**config.mk**
```make
export PLATFORM = sky130hd
export DESIGN_NAME = mem_port_arbiter
export DESIGN_NICKNAME = d
export VERILOG_FILES = /design/src/rtl/mem_arb_pkg.sv /design/src/rtl/mem_arb_rr.sv /design/src/rtl/mem_port_arbiter.sv
export SDC_FILE = /design/constraint.sdc
export NUM_CORES = 1
export LEC_CHECK = 0
export CORE_MARGIN = 3
export CORE_UTILIZATION = 41
export CTS_CLUSTER_DIAMETER = 50
export CTS_CLUSTER_SIZE = 25
export DETAILED_ROUTE_END_ITERATION = 6
export PLACE_DENSITY = 0.81
export SETUP_SLACK_MARGIN = 0.05
export SYNTH_ARGS = -nofsm -noshare
export SYNTH_HDL_FRONTEND = slang
export SYNTH_HIERARCHICAL = 1
export SYNTH_SLANG_ARGS = --single-unit
```
**constraint.sdc**
```tcl
create_clock -name clock -period 4.5 [get_ports clock]
set_input_delay 0.9 -clock clock [delete_from_list [all_inputs] [get_ports clock]]
set_output_delay 0.9 -clock clock [all_outputs]
set_load 0.02 [all_outputs]
```
**src/rtl/mem_arb_pkg.sv**
```systemverilog
// Shared types and constants for the RAM port arbiter.
// No logic; widths, state encoding and grant IDs only.
// Optional handshake watchdog is enabled by MEM_ARB_TIMEOUT_EN in the top.
package mem_arb_pkg;

  localparam int ADDR_W_DEF  = 9;
  localparam int DATA_W_DEF  = 32;
  localparam int TIMEOUT_DEF = 255;

  typedef enum logic [1:0] {
    IDLE    = 2'd0,
    SETUP   = 2'd1,
    STROBE  = 2'd2,
    RELEASE = 2'd3
  } state_t;

  localparam logic GRANT_IF = 1'b0;
  localparam logic GRANT_D  = 1'b1;

endpackage

```
**src/rtl/mem_arb_rr.sv**
```systemverilog
// Two-way round-robin picker between fetch and data requests.
// Combinational, zero latency.
// No backpressure; the parent decides when the pick is consumed.
module mem_arb_rr
  import mem_arb_pkg::*;
(
  input  logic if_req_i,
  input  logic d_req_i,
  input  logic last_grant_i,
  output logic gnt_vld_o,
  output logic gnt_id_o
);

  // Lone request wins; on a tie the side not served last wins.
  always_comb begin
    gnt_vld_o = if_req_i | d_req_i;
    gnt_id_o  = GRANT_IF;
    if (if_req_i && d_req_i) begin
      gnt_id_o = (last_grant_i == GRANT_D) ? GRANT_IF : GRANT_D;
    end else if (d_req_i) begin
      gnt_id_o = GRANT_D;
    end
  end

endmodule

```
**src/rtl/mem_port_arbiter.sv**
```systemverilog
// Shares a single-port RAM between fetch and load/store with a MOV/MOC four-phase handshake.
// Latency 4 cycles request-to-ack with an immediate RAM; each extra MOC wait cycle adds one.
// Requesters hold req until their one-cycle ack; MEM_ARB_TIMEOUT_EN adds a handshake watchdog.
module mem_port_arbiter
  import mem_arb_pkg::*;
#(
  parameter int ADDR_W         = ADDR_W_DEF,
  parameter int DATA_W         = DATA_W_DEF,
  parameter int TIMEOUT_CYCLES = TIMEOUT_DEF
) (
  input  logic              clock,
  input  logic              reset,
  input  logic              if_req,
  input  logic [ADDR_W-1:0] if_addr,
  output logic              if_ack,
  output logic [DATA_W-1:0] if_rdata,
  input  logic              d_req,
  input  logic              d_we,
  input  logic [ADDR_W-1:0] d_addr,
  input  logic [DATA_W-1:0] d_wdata,
  output logic              d_ack,
  output logic [DATA_W-1:0] d_rdata,
  output logic              mem_mov,
  output logic              mem_read,
  output logic              mem_write,
  output logic [ADDR_W-1:0] mem_addr,
  output logic [DATA_W-1:0] mem_wdata,
  input  logic              mem_moc,
  input  logic [DATA_W-1:0] mem_rdata,
  output logic              busy,
  output logic              err
);

  state_t            state_q;
  logic              last_grant_q;
  logic              gnt_q;
  logic              we_q;
  logic              mov_q, rd_q, wr_q;
  logic [ADDR_W-1:0] addr_q;
  logic [DATA_W-1:0] wdata_q;
  logic [DATA_W-1:0] rbuf_q;
  logic              if_ack_q, d_ack_q;
  logic [DATA_W-1:0] if_rdata_q, d_rdata_q;
  logic              gnt_vld, gnt_id;

`ifdef MEM_ARB_TIMEOUT_EN
  localparam int CNT_W = ($clog2(TIMEOUT_CYCLES + 1) > 8) ? $clog2(TIMEOUT_CYCLES + 1) : 8;
  logic [CNT_W-1:0] to_cnt_q, to_cnt_d;
  logic             to_hit;
  logic             err_q;
  assign to_cnt_d = to_cnt_q + CNT_W'(1);
  assign to_hit   = (to_cnt_q == CNT_W'(TIMEOUT_CYCLES - 1));
  assign err      = err_q;
`else
  // Watchdog limit has no effect in this build; err is fixed low.
  assign err = 1'b0 & (TIMEOUT_CYCLES < 0);
`endif

  mem_arb_rr u_rr (
    .if_req_i     (if_req),
    .d_req_i      (d_req),
    .last_grant_i (last_grant_q),
    .gnt_vld_o    (gnt_vld),
    .gnt_id_o     (gnt_id)
  );

  // Handshake sequencer; the ack cycle itself is never a grant cycle, so a
  // requester still holding req while it sees ack is not re-granted early.
  always_ff @(posedge clock or posedge reset) begin
    if (reset) begin
      state_q      <= IDLE;
      last_grant_q <= GRANT_D;
      gnt_q        <= GRANT_IF;
      we_q         <= 1'b0;
      mov_q        <= 1'b0;
      rd_q         <= 1'b0;
      wr_q         <= 1'b0;
      addr_q       <= '0;
      wdata_q      <= '0;
      rbuf_q       <= '0;
      if_ack_q     <= 1'b0;
      d_ack_q      <= 1'b0;
      if_rdata_q   <= '0;
      d_rdata_q    <= '0;
`ifdef MEM_ARB_TIMEOUT_EN
      to_cnt_q     <= '0;
      err_q        <= 1'b0;
`endif
    end else begin
      if_ack_q <= 1'b0;
      d_ack_q  <= 1'b0;
`ifdef MEM_ARB_TIMEOUT_EN
      err_q    <= 1'b0;
`endif
      case (state_q)
        IDLE: begin
          if (gnt_vld && !if_ack_q && !d_ack_q) begin
            state_q      <= SETUP;
            gnt_q        <= gnt_id;
            last_grant_q <= gnt_id;
            if (gnt_id == GRANT_IF) begin
              addr_q <= if_addr;
              we_q   <= 1'b0;
              rd_q   <= 1'b1;
              wr_q   <= 1'b0;
            end else begin
              addr_q  <= d_addr;
              wdata_q <= d_wdata;
              we_q    <= d_we;
              rd_q    <= ~d_we;
              wr_q    <= d_we;
            end
          end
        end
        SETUP: begin
          state_q <= STROBE;
          mov_q   <= 1'b1;
`ifdef MEM_ARB_TIMEOUT_EN
          to_cnt_q <= '0;
`endif
        end
        STROBE: begin
          if (mem_moc) begin
            state_q <= RELEASE;
            rbuf_q  <= mem_rdata;
            mov_q   <= 1'b0;
            rd_q    <= 1'b0;
            wr_q    <= 1'b0;
`ifdef MEM_ARB_TIMEOUT_EN
            to_cnt_q <= '0;
          end else if (to_hit) begin
            state_q <= IDLE;
            mov_q   <= 1'b0;
            rd_q    <= 1'b0;
            wr_q    <= 1'b0;
            err_q   <= 1'b1;
            if (gnt_q == GRANT_IF) if_ack_q <= 1'b1;
            else                   d_ack_q  <= 1'b1;
          end else begin
            to_cnt_q <= to_cnt_d;
`endif
          end
        end
        RELEASE: begin
          if (!mem_moc) begin
            state_q <= IDLE;
            if (gnt_q == GRANT_IF) begin
              if_ack_q   <= 1'b1;
              if_rdata_q <= rbuf_q;
            end else begin
              d_ack_q <= 1'b1;
              if (!we_q) d_rdata_q <= rbuf_q;
            end
`ifdef MEM_ARB_TIMEOUT_EN
          end else if (to_hit) begin
            state_q <= IDLE;
            err_q   <= 1'b1;
            if (gnt_q == GRANT_IF) if_ack_q <= 1'b1;
            else                   d_ack_q  <= 1'b1;
          end else begin
            to_cnt_q <= to_cnt_d;
`endif
          end
        end
        default: state_q <= IDLE;
      endcase
    end
  end

  assign mem_mov   = mov_q;
  assign mem_read  = rd_q;
  assign mem_write = wr_q;
  assign mem_addr  = addr_q;
  assign mem_wdata = wdata_q;
  assign if_ack    = if_ack_q;
  assign d_ack     = d_ack_q;
  assign if_rdata  = if_rdata_q;
  assign d_rdata   = d_rdata_q;
  assign busy      = (state_q != IDLE);

endmodule

```
==> results of run 1 <==
==> per-stage QoR <==
stage                     hold WS (ns)  area (µm²)  cells  total power (W)  setup slack [ns]
after floorplan                  0.486        5880    364          0.00397              1.75
after global placement           0.468        8020    731          0.00521              1.39
after detailed placement         0.472        8020    731          0.00531              1.36
after CTS                        0.485        8650    763          0.00682              1.63
after global routing             0.519        8650    763          0.00708              1.58
final                            0.482        8650    763          0.00673              1.64
==> cell type report <==
| class | instances | area [µm²] |
|---|---|---|
| multi-input cells | 193 | 2030 |
| fillers | 1026 | 5290 |
| repair buffers | 205 | 2060 |
| clock inverters | 8 | 123 |
| flip-flops and latches | 147 | 3680 |
| clock buffers | 24 | 502 |
| well taps | 180 | 225 |
| inverters | 6 | 26.3 |
==> kinds of logic (layout without fill, tap and decap cells) <==
family	after synthesis	after routing	share of synthesized area, %
AO/OA/AOI/OAI	21	21	2.17
AND/OR/NAND/NOR	27	27	2.79
buffers and inverters	24	243	2.92
adder cells (fa/ha/maj)	5	5	1.06
multiplexers	139	139	28.3
other	1	1	0.0638
flip-flops	147	147	62.6
==> cells in the final DEF (no fill, tap or decap), types with 2 or more instances in the layout <==
cell type,Yosys,routed
bufinv_16,0,3
mux2_4,30,30
dfrtp_1,146,146
buf_4,4,5
mux2_2,99,99
clkinvlp_4,0,4
o21ai_0,12,12
clkdlybuf4s50_1,0,198
and3b_1,2,2
clkbuf_8,0,5
buf_12,3,2
clkinv_2,0,2
a21o_1,2,2
ha_1,5,5
nor2_1,2,2
clkbuf_16,0,17
clkbuf_1,2,2
inv_1,6,5
nand2_1,14,13
mux2i_1,10,10
==> worst max-delay path by stage <==
stage                    start           to  slack (ns)  depth (start not counted)
floorplan                reset        d_ack        1.75                          1
global placement       mem_moc  d_rdata[20]        1.39                          5
CTS                 state_q[0]         busy        1.63                          4
finish              state_q[0]         busy        1.64                          4
detailed placement     mem_moc  d_rdata[20]        1.36                          5
global route        state_q[1]         busy        1.58                          4
==> power groups by stage <==
| stage | clock, W | combinational [W] | sequential [W] |
|---|---|---|---|
| floorplan | 0 | 0.00105 | 0.00291 |
| global placement | 0 | 0.00284 | 0.00237 |
| detailed placement | 0 | 0.00291 | 0.00241 |
| CTS | 0.00149 | 0.00292 | 0.00240 |
| global route | 0.00155 | 0.00306 | 0.00248 |
| finish | 0.00146 | 0.00288 | 0.00239 |
==> metal layers <==
metal,GRT usage (%),wire length (µm),up-vias
li1,-,-,1692
met4,5.61,189,0
met5,0,0,-
met2,28.3,6610,140
met3,5.98,972,22
met1,21.1,5370,1806
==> sequential cells by signal, indices dropped and copies added (netlist names) <==
| register | count |
|---|---|
| if_rdata | 32 |
| mem_mov | 1 |
| mem_write | 1 |
| last_grant_q | 1 |
| d_ack | 1 |
| gnt_q | 1 |
| d_rdata | 32 |
| we_q | 1 |
| mem_read | 1 |
| mem_addr | 9 |
| mem_wdata | 32 |
| if_ack | 1 |
| rbuf_q | 32 |
| state_q | 2 |
==> worst reg2reg max path, stage by stage, from the launching register on <==
cell,delay [ns]
dfrtp_1,0.39
ha_1,0.22
and3b_1,0.20
nor2b_4,0.63
buf_12,0.27
mux2_2,0.35
==> out/results.ini, run 1 <==
[route]
drtAntennaViolNets = 0
drc = 0
drt_iter0_drc = 110
vias = 3660
routed_wl_mm = 13.1
via_per_inst = 4.80
wl_per_cell_um = 17.2
firstDrtPassIters = 6

[layout]
antenna_cells = 0
final_util_pct = 62.1
syn_to_final_growth_pct = 47.2
drive_gt1_share_pct = 29.7
nNetsFinal = 663

[pwr]
power_leakage_nw = 3.74
irDropWorstVdd_mv = 0.387
power_frac_comb_pct = 42.8
switchingPower_w = 0.00219
clock_power_share_pct = 21.6
p_int_w = 0.00453
p_seq_share_pct = 35.5
p_sw_share_pct = 32.6
power_density_mw_per_mm2 = 778

[placement]
place_hpwl_mm = 9.20
place_congestion = 0.762
port-buffer-count = 198

[worst_hold_path]
hold_depth = 2
holdPathEnd = mem_addr[7]
hold_class = flop to flop
hold_start = mem_addr[7]

[grt]
grt_pass1_vias = 4047
overflow = 0
gr-usage-all-layers_pct = 17.1
antenna_found_initial = 0
grt_pass1_wl_mm = 21.4
grt_max_degree = 80

[setup_path]
cp_common_cell = inv_1
r2r_cells = 5
path_cells = inv_1 > ha_1 > inv_1 > clkdlybuf4s50_1
arrival_ns = 1.96
crit_slowest_cell = clkdlybuf4s50_1
reg2reg_to = d_rdata[20]
crit_buf_inv = 3
cp.required_ns = 3.60
path_max_fanout = 7
path_class = flop to output port
path_delay_family = buffers and inverters
cp-end-kind = output port
crit-reg2reg-launch = state_q[0]
cpPeakStageDelay_ns = 0.64
startpoint_type = flop
r2r_slack_ns = 2.32

[clocking]
h-tree-depth = 4
post_cts_buffers = 0
clockRootBuffer = clkbuf_16
clock_latency_ns = 0.41
ctsResizeCount = 0
cts_tree = yes
ctsHoldBuffers = 0
clk_path_buf_depth = 2
clkSlewWorstSetupHoldPaths_ns = 0.05
cts_buffers = 17
cts_sinks = 147

[floorplan]
rows = 43
die_w_um = 126
die_h_um = 126
die_area_mm2 = 0.0158
initial_core_util_pct = 42.2
pin_count = 200
core_area_mm2 = 0.0139

[sta]
layout_min_cycle_time_ns = 2.86
worstMarginPinSlew_ns = 0.908
slew_headroom_pct = 39.3
timing.final.crit_share_pct = 63.5
drv_slew = 0
fmax_mhz = 350
setup_viol = 0
clock_skew_ns = 0.00529
finalHoldViolations = 0
rsz0062_at_grt = false
tns_ns = 0

[yosys]
syn_avg_cell_area_um2 = 16.1
synthTopCellsByArea = dfrtp_1 62%, mux2_2 19%, mux2_4 7.7%, mux2i_1 1.7%, ha_1 1.1%
yosys_warnings = 6
synth.distinct_cells = 33
synth_top_area_share_pct = 62.2
synth_common_cells = 146 x dfrtp_1, 99 x mux2_2, 30 x mux2_4
ys_seq_area_share_pct = 62.6
synth_fp_nets = 457
ys_async_sr_fraction_pct = 100
ys.flop_type = dfrtp_1
synth_edf_count = 0
ys_ff_latch = 147
yosysMostFrequentCell = dfrtp_1
synth_top_area_cell = dfrtp_1
netlist_instances = 364
syn_area_mm2 = 0.00587

[outcome]
status = completed

[job]
cap_violations = 0

No activity file was read; power rests on OpenSTA's default activity.
==> run 2, diff against run 1 <==
--- a/config.mk
+++ b/config.mk
@@ -6,11 +6,11 @@
 export NUM_CORES = 1
 export LEC_CHECK = 0
 export CORE_MARGIN = 3
-export CORE_UTILIZATION = 41
+export CORE_UTILIZATION = 45
 export CTS_CLUSTER_DIAMETER = 50
 export CTS_CLUSTER_SIZE = 25
 export DETAILED_ROUTE_END_ITERATION = 6
-export PLACE_DENSITY = 0.81
+export PLACE_DENSITY = 0.84
 export SETUP_SLACK_MARGIN = 0.05
 export SYNTH_ARGS = -nofsm -noshare
 export SYNTH_HDL_FRONTEND = slang
==> constraint.sdc (replaced) <==
create_clock -name clock -period 3 [get_ports clock]
set_input_delay 0.6 -clock clock [delete_from_list [all_inputs] [get_ports clock]]
set_output_delay 0.6 -clock clock [all_outputs]
set_load 0.02 [all_outputs]
==> out/results.ini, run 2 (synthesis results as in run 1) <==
[layout]
mostFrequentLayoutCells = 198 x clkdlybuf4s50_1, 146 x dfrtp_1, 99 x mux2_2
nNetsFinal = 668
drive_gt1_share_pct = 29.9
final_common_cell = clkdlybuf4s50_1
syn_to_final_growth_pct = 48.1
final_util_pct = 68.7
fillers = 891
antenna_cells = 0

[clocking]
ctsResizeCount = 0
h-tree-depth = 4
clkSlewWorstSetupHoldPaths_ns = 0.06
cts_tree = yes
clock_latency_ns = 0.42
clk_path_buf_depth = 2
cts_sinks = 147
post_cts_buffers = 0
clockRootBuffer = clkbuf_16
ctsHoldBuffers = 0
cts_buffers = 17

[route]
wl_met3_mm = 1.09
drt_iter0_drc = 195
drtAntennaViolNets = 0
top_layer = met4
routed_wl_mm = 13.7
vias = 3714
firstDrtPassIters = 4
drc = 0
via_per_inst = 4.89
wl_met1_mm = 5.36
wl_met2_mm = 6.99
wl_per_cell_um = 18.1

[pwr]
irDropWorstVdd_mv = 0.681
clock_power_share_pct = 22.2
p_sw_share_pct = 32.6
p_seq_share_pct = 35.1
power_density_mw_per_mm2 = 1180
switchingPower_w = 0.00334
power_frac_comb_pct = 42.7
p_int_w = 0.00690
power_leakage_nw = 3.77

[grt]
grt_pass1_wl_mm = 21.8
gr-usage-all-layers_pct = 19.7
grt_max_degree = 56
antenna_found_initial = 0
grt_pass1_vias = 4094
overflow = 0

[floorplan]
die_area_mm2 = 0.0145
die_w_um = 120
rows = 41
pin_count = 200
die_h_um = 120
initial_core_util_pct = 46.4
core_area_mm2 = 0.0127

[setup_path]
startpoint_type = flop
crit-reg2reg-launch = state_q[0]
r2r_cells = 5
cp.required_ns = 2.40
reg2reg_to = mem_wdata[13]
path_class = flop to output port
cp-end-kind = output port
path_max_fanout = 7
r2r_slack_ns = 1.07
arrival_ns = 2.00

[job]
cap_violations = 0

[sta]
drv_slew = 0
timing.final.crit_share_pct = 86.7
rsz0062_at_grt = false
clock_skew_ns = 0.00605
worstMarginPinSlew_ns = 0.615
layout_min_cycle_time_ns = 2.60
tns_ns = 0
fmax_mhz = 384
finalHoldViolations = 0
slew_headroom_pct = 58.9
setup_viol = 0
whs_ns = 0.478

[worst_hold_path]
hold_depth = 2
holdPathEnd = mem_addr[1]
hold_start = mem_addr[1]
hold_class = flop to flop

[placement]
port-buffer-count = 198
place_hpwl_mm = 9.67
place_congestion = 0.793

[outcome]
status = completed

## run 2: changes by cell type in the layout (fill, tap and decap cells not counted), sizes merged
cell,change
buf,+5
bufinv,+2
clkbuf,-2
## run 2: final cells by class
class / count / area, µm² / share of cell area, %
sequential: 147 / 3680 / 42.3
timing repair buffer: 210 / 2110 / 24.2
multi-input combinational: 193 / 2030 / 23.4
clock buffer: 22 / 454 / 5.22
tap: 172 / 215 / 2.47
clock inverter: 10 / 183 / 2.10
inverter: 6 / 26.3 / 0.302
## run 2: worst max path at each step
stage / cells past startpoint / slack, ns / endpoint / start
2_1_floorplan: 1 / 0.55 / d_ack / reset
3_3_place_gp: 6 / 0.54 / mem_wdata[9] / if_req
3_5_place_dp: 6 / 0.51 / mem_wdata[13] / d_req
4_1_cts: 4 / 0.39 / busy / state_q[0]
5_1_grt: 4 / 0.33 / busy / state_q[0]
6_report: 4 / 0.40 / busy / state_q[0]
## run 2: critical path: stages, from the launching register on
cell and delay (ns):
dfrtp_1 0.41, inv_1 0.10, ha_1 0.30, inv_1 0.14, clkdlybuf4s50_1 0.64
## run 2: power groups by stage
stage          combinational (W)  sequential [W]  clock, W
2_1_floorplan            0.00158         0.00437         0
6_report                 0.00437         0.00359   0.00227
3_5_place_dp             0.00440         0.00361         0
4_1_cts                  0.00443         0.00361   0.00232
3_3_place_gp             0.00429         0.00355         0
5_1_grt                  0.00462         0.00372   0.00242
## run 2: per-layer routing
| layer | vias to the layer above | GRT usage (%) |
|---|---|---|
| li1 | 1704 | - |
| met1 | 1851 | 22.5 |
| met2 | 137 | 32.9 |
| met3 | 22 | 7.95 |
| met4 | 0 | 8.14 |
| met5 | - | 0 |
## run 2: stage by stage
step                      instances  cell area [µm²]  total power [W]  setup WS [ns]
after floorplan                 364             5880          0.00595          0.554
after global placement          728             8060          0.00783          0.538
after detailed placement        728             8060          0.00801          0.509
after CTS                       760             8700           0.0104          0.388
after global routing            760             8700           0.0108          0.334
final                           760             8700           0.0102          0.398
